### config.mk
export PLATFORM = sky130hd
export DESIGN_NAME = trng_key_reader
export DESIGN_NICKNAME = d
export VERILOG_FILES = /design/src/rtl/trng_key_reader.sv
export SDC_FILE = /design/constraint.sdc
export NUM_CORES = 1
export LEC_CHECK = 0
export ABC_AREA = 1
export BUFFER_PORTS_ARGS = -buffer_cell sky130_fd_sc_hd__buf_2
export CAP_MARGIN = 20
export CORE_ASPECT_RATIO = 1.2
export CORE_UTILIZATION = 58
export CTS_CLUSTER_DIAMETER = 40
export DETAILED_ROUTE_END_ITERATION = 10
export GPL_TIMING_DRIVEN = 0
export PLACE_DENSITY = 0.85
export SETUP_SLACK_MARGIN = 0.4
export SKIP_LAST_GASP = 1
export SLEW_MARGIN = 20
export SYNTH_ARGS = -nofsm -noshare
export SYNTH_HDL_FRONTEND = slang
export SYNTH_SLANG_ARGS = --single-unit
### constraint.sdc
create_clock -name i_clk -period 4 [get_ports i_clk]
set_input_delay 0.4 -clock i_clk [delete_from_list [all_inputs] [get_ports i_clk]]
set_output_delay 0.4 -clock i_clk [all_outputs]
set_load 0.05 [all_outputs]
### src/rtl/trng_key_reader.sv
// Consumer side of the TRNG key handshake: captures, acknowledges and buffers key words in a FIFO.
// Optional repetition-count health test is built in when TRNG_RCT_EN is defined.
module trng_key_reader #(
  parameter int NBITS_KEY  = 32,
  parameter int FIFO_DEPTH = 4,
  parameter int RCT_CUTOFF = 3
) (
  input  logic                        i_clk,
  input  logic                        i_rst,
  input  logic                        i_enable,
  input  logic                        i_key_ready,
  input  logic [NBITS_KEY-1:0]        i_key_in,
  output logic                        o_ack_key_read,
  output logic                        o_rd_valid,
  input  logic                        i_rd_ready,
  output logic [NBITS_KEY-1:0]        o_rd_data,
  output logic [$clog2(FIFO_DEPTH):0] o_fifo_level,
  input  logic                        i_clr_err,
  output logic                        o_rct_fail
);

  // state     | meaning
  // S_IDLE    | waiting for a key while enabled and FIFO not full
  // S_ACK     | key captured, ack_key_read high this cycle
  // S_WAIT_DROP | waiting for producer to drop key_ready
  typedef enum logic [1:0] {S_IDLE, S_ACK, S_WAIT_DROP} state_t;

  localparam int AW = $clog2(FIFO_DEPTH);
  localparam int LW = AW + 1;

  state_t               r_state;
  state_t               w_state_nxt;
  logic                 w_cap;
  logic                 w_push;
  logic                 w_pop;
  logic                 w_full;
  logic [AW-1:0]        r_wr_ptr;
  logic [AW-1:0]        r_rd_ptr;
  logic [LW-1:0]        r_count;
  logic [NBITS_KEY-1:0] r_mem [FIFO_DEPTH];

  assign w_full = (r_count == LW'(FIFO_DEPTH));
  assign w_pop  = (r_count != '0) & i_rd_ready;

  always_comb begin
    w_state_nxt = r_state;
    w_cap       = 1'b0;
    case (r_state)
      S_IDLE: begin
        if (i_enable & i_key_ready & !w_full) begin
          w_cap       = 1'b1;
          w_state_nxt = S_ACK;
        end
      end
      S_ACK:       w_state_nxt = S_WAIT_DROP;
      S_WAIT_DROP: if (!i_key_ready) w_state_nxt = S_IDLE;
      default:     w_state_nxt = S_IDLE;
    endcase
  end

  always_ff @(posedge i_clk) begin
    if (i_rst) r_state <= S_IDLE;
    else       r_state <= w_state_nxt;
  end

  assign o_ack_key_read = (r_state == S_ACK);

`ifdef TRNG_RCT_EN
  localparam int RW = $clog2(RCT_CUTOFF + 1);

  logic [NBITS_KEY-1:0] r_prev;
  logic                 r_prev_v;
  logic [RW-1:0]        r_run;
  logic                 r_rct_fail;
  logic [RW-1:0]        w_run_nxt;
  logic                 w_trip;

  assign w_run_nxt = (r_prev_v && (i_key_in == r_prev)) ? r_run + RW'(1) : RW'(1);
  assign w_trip    = (w_run_nxt == RW'(RCT_CUTOFF));
  // clr_err overrides both an existing failure and a failure tripping this cycle
  assign w_push    = w_cap & (i_clr_err | !(r_rct_fail | w_trip));

  always_ff @(posedge i_clk) begin
    if (i_rst || i_clr_err) begin
      r_prev     <= '0;
      r_prev_v   <= 1'b0;
      r_run      <= '0;
      r_rct_fail <= 1'b0;
    end else if (w_cap && !r_rct_fail) begin
      r_prev   <= i_key_in;
      r_prev_v <= 1'b1;
      r_run    <= w_run_nxt;
      if (w_trip) r_rct_fail <= 1'b1;
    end
  end

  assign o_rct_fail = r_rct_fail;
`else
  logic w_unused_clr;
  assign w_unused_clr = i_clr_err;
  assign w_push       = w_cap;
  assign o_rct_fail   = 1'b0;
`endif

  always_ff @(posedge i_clk) begin
    if (i_rst) begin
      r_wr_ptr <= '0;
      r_rd_ptr <= '0;
      r_count  <= '0;
      for (int i = 0; i < FIFO_DEPTH; i++) r_mem[i] <= '0;
    end else begin
      if (w_push) begin
        r_mem[r_wr_ptr] <= i_key_in;
        r_wr_ptr        <= r_wr_ptr + AW'(1);
      end
      if (w_pop) r_rd_ptr <= r_rd_ptr + AW'(1);
      case ({w_push, w_pop})
        2'b10:   r_count <= r_count + LW'(1);
        2'b01:   r_count <= r_count - LW'(1);
        default: r_count <= r_count;
      endcase
    end
  end

  assign o_rd_valid   = (r_count != '0);
  assign o_rd_data    = r_mem[r_rd_ptr];
  assign o_fifo_level = r_count;

endmodule
==> summary.txt <==
Status -> complete, no violations
Avg Synthesized Cell Area -> 10.9 um^2
Bufs and invs on worst path -> 3
Tmin final -> 2.61 ns
Initial antenna violation count -> 0
Grt ovf -> 0
Buffers on Ports -> 73
Combinational power share -> 0.309
Most area-hungry cell type in the Yosys netlist -> edfxtp_1
Nets -> 712
Cell variety after synth -> 27
Crit path max-delay family -> buffers and inverters
Critical path peak fanout -> 10
RSZ-0062 raised after global routing -> no
Detailed Routing Iterations Pass 1 -> 7
Sequential share of the synthesized area -> 0.645
Initial DRC Count -> 444
YS warnings -> 0
#FFs+latches synth -> 139
Layout Skew -> 0.00671 ns
Cts hold-fix bufs -> 0
# diodes -> 0
DR WL/cell -> 19.9 um
Post-DP HPWL -> 10,100 um
Worst-path clk slew -> 0.06 ns
Pre-CTS setup slack -> 1.67 ns
Fmax -> 0.382 GHz
CP dominant cell by count -> buf_2
Cell Area, Synth -> 6300 um^2
Pwr dens -> 667 nW/um^2
Clk Latency, worst-skew pair -> 0.43 ns
Via count -> 4,957
Compound-Gate Fraction of Synth Area -> 0.0941
Main combinational cell family by area after synthesis -> simple AND/OR/NAND/NOR gates
Final worst slack -> 1.39 ns
Switch share -> 0.364
DIE WIDTH -> 97.2 um
Layout cells sized above 1 -> 0.260
Antenna Nets Post-Route -> 0
CTS resizes -> 0
Design area -> 7670 um^2
Clock sinks -> 139
Worst slew pin tran -> 0.817 ns
CTS tree -> yes
Row count -> 41
Initial core utilization -> 0.597
CP Class -> reg -> out
Critical Path Sink Type -> output pin
Slowest library cell on the worst path -> clkbuf_1
Final setup vio count -> 0
Clock power frac -> 0.353
First-pass GRT wire length -> 24,800 um
Die Ht -> 116 um
Simple-gate area share of the yosys netlist -> 0.184
Post-Synth Adder-Cell Area -> 0.00516
Psw -> 1.86 mW
TritonCTS Buffers -> 17
Slowest stage delay, CP -> 0.43 ns
Max Buffers Root-to-Sink -> 2
Synth top area share -> 0.610
Largest net degree at the start of global routing -> 22
Reg power frac -> 0.338
DP Area -> 6990 um^2
Drc violations -> 0
Top post-synthesis cells by area -> edfxtp_1, nor2_1, o21ai_0, nor3_1, dfxtp_1
Hold Path Class -> in -> reg
Vias per cell -> 6.09
Final Slew Violations -> 0
Final period utilization -> 0.654
Slew margin rel. -> 0.453
Max cap viols -> 0
Final hold violations -> 0
Vias in the first global route -> 4,879
GP Congestion -> 0.814
Required time of the worst setup path -> 3.60 ns
Pleak -> 2.97 nW
Syn_nets -> 616
Final WL -> 16,200 um
Die ar. -> 11,300 um^2
CTS H-tree depth -> 4
Post-CTS setup buffers -> 0
Peak VDD IR -> 529 uV
Mux contribution to synthesized area -> 0
Total track usage -> 0.296
I/O pin total -> 76
Synth Area in XOR/XNOR -> 0
Syn Inst Count -> 576
Area grow syn2layout -> 21.7%
Cell internal power dissipation -> 3.26 mW
WP data arrival -> 2.21 ns
Cell chosen for the clock root -> clkbuf_16
Cell-by-cell trace of the critical path -> buf_2 > clkbuf_1 > o21ai_0 > o22ai_1 > buf_2
Critical Path Start Type -> flip-flop
CORE AREA -> 10,600 um^2
-- layout make-up --
cell class	instances	area [um^2]
well taps	129	161
inverters	63	236
fillers	687	2900
repair buffers	77	475
multi-input cells	333	1840
clock inverters	11	214
clock buffers	21	470
flip-flops and latches	139	4060
plain buffers	41	213
-- Yosys cell counts --
library cell and number:
nor2_1 119, dfxtp_1 11, o21ai_1 3, nor3_1 46, fa_1 1, buf_2 14
nand3_4 1, nor3_2 20, o21ai_0 71, ha_1 1, inv_2 6, nand3_2 1
nor2_4 16, nand4_2 1, clkbuf_1 19, conb_1 1, nand3_1 2, buf_4 1
o22ai_1 32, nand2_2 1, buf_1 2, o21a_1 1, edfxtp_1 128, inv_1 57
nand2_1 13, a21oi_1 3, buf_6 5
-- state kept, by name, indices dropped and copies added, names as in the netlist, named ones only --
signal	flops
r_mem	128
r_state	2
r_rd_ptr	2
r_wr_ptr	2
o_fifo_level	3
-- path summary, 6_finish.rpt --
kind                                 startpoint            to  slack (ns)  cells past startpoint
worst min register to register      r_rd_ptr[0]   r_rd_ptr[0]        0.49                      2
worst max register to register  o_fifo_level[1]  r_mem[0][31]        1.73                      5
worst min-delay path               i_key_in[31]  r_mem[3][31]        0.33                      3
worst max-delay path                  flip-flop  o_rd_data[4]        1.39                      5
-- metrics by stage --
step                      power [mW]   util  setup TNS (ns)  hold slack, ns  std cells
final                           5.12  0.726               0           0.326        814
after global routing            5.26  0.726               0           0.342        814
after CTS                       5.10  0.726               0           0.323        814
after detailed placement        3.31  0.661               0           0.479        782
after global placement          3.25  0.646         -109.66           0.469        778
after floorplan                 2.89      -               0           0.450        576
-- power by group through the flow --
stage / Sequential, mW / Combinational, mW / Clock, mW
after floorplan: 1.79 / 1.10 / 0
after global placement: 1.76 / 1.49 / 0
final: 1.73 / 1.58 / 1.81
after detailed placement: 1.76 / 1.56 / 0
after global routing: 1.74 / 1.67 / 1.86
after CTS: 1.73 / 1.57 / 1.80
-- worst min-delay path: stages --
cell and delay (ns):
buf_2 0.07, inv_1 0.06, nor2_4 0.10
-- kinds of logic after synthesis --
kind of cell / Yosys count
compound gates: 110
fa+ha+maj: 2
buf+inv: 104
flops: 139
other cells: 1
simple gates: 220
-- layer usage --
| metal | share of wire | track usage | vias up |
|---|---|---|---|
| met4 | 0.041 | 0.178 | 0 |
| met5 | 0 | 0 | - |
| met3 | 0.095 | 0.0748 | 68 |
| met2 | 0.50 | 0.500 | 343 |
| li1 | - | - | 2189 |
| met1 | 0.36 | 0.344 | 2357 |
-- placed cells by master, fill, tap and decap left out, drive strengths merged --
master / instances
nor2: 135
edfxtp: 128
buf: 99
o21ai: 74
nor3: 66
inv: 63
clkbuf: 40
o22ai: 32
nand2: 14
dfxtp: 11
bufinv: 6
nand3: 4
a21oi: 3
clkinv: 3
clkinvlp: 2
nand4: 1
o21a: 1
fa: 1
ha: 1
conb: 1
Note: power is estimated with default switching activity, not from simulation.
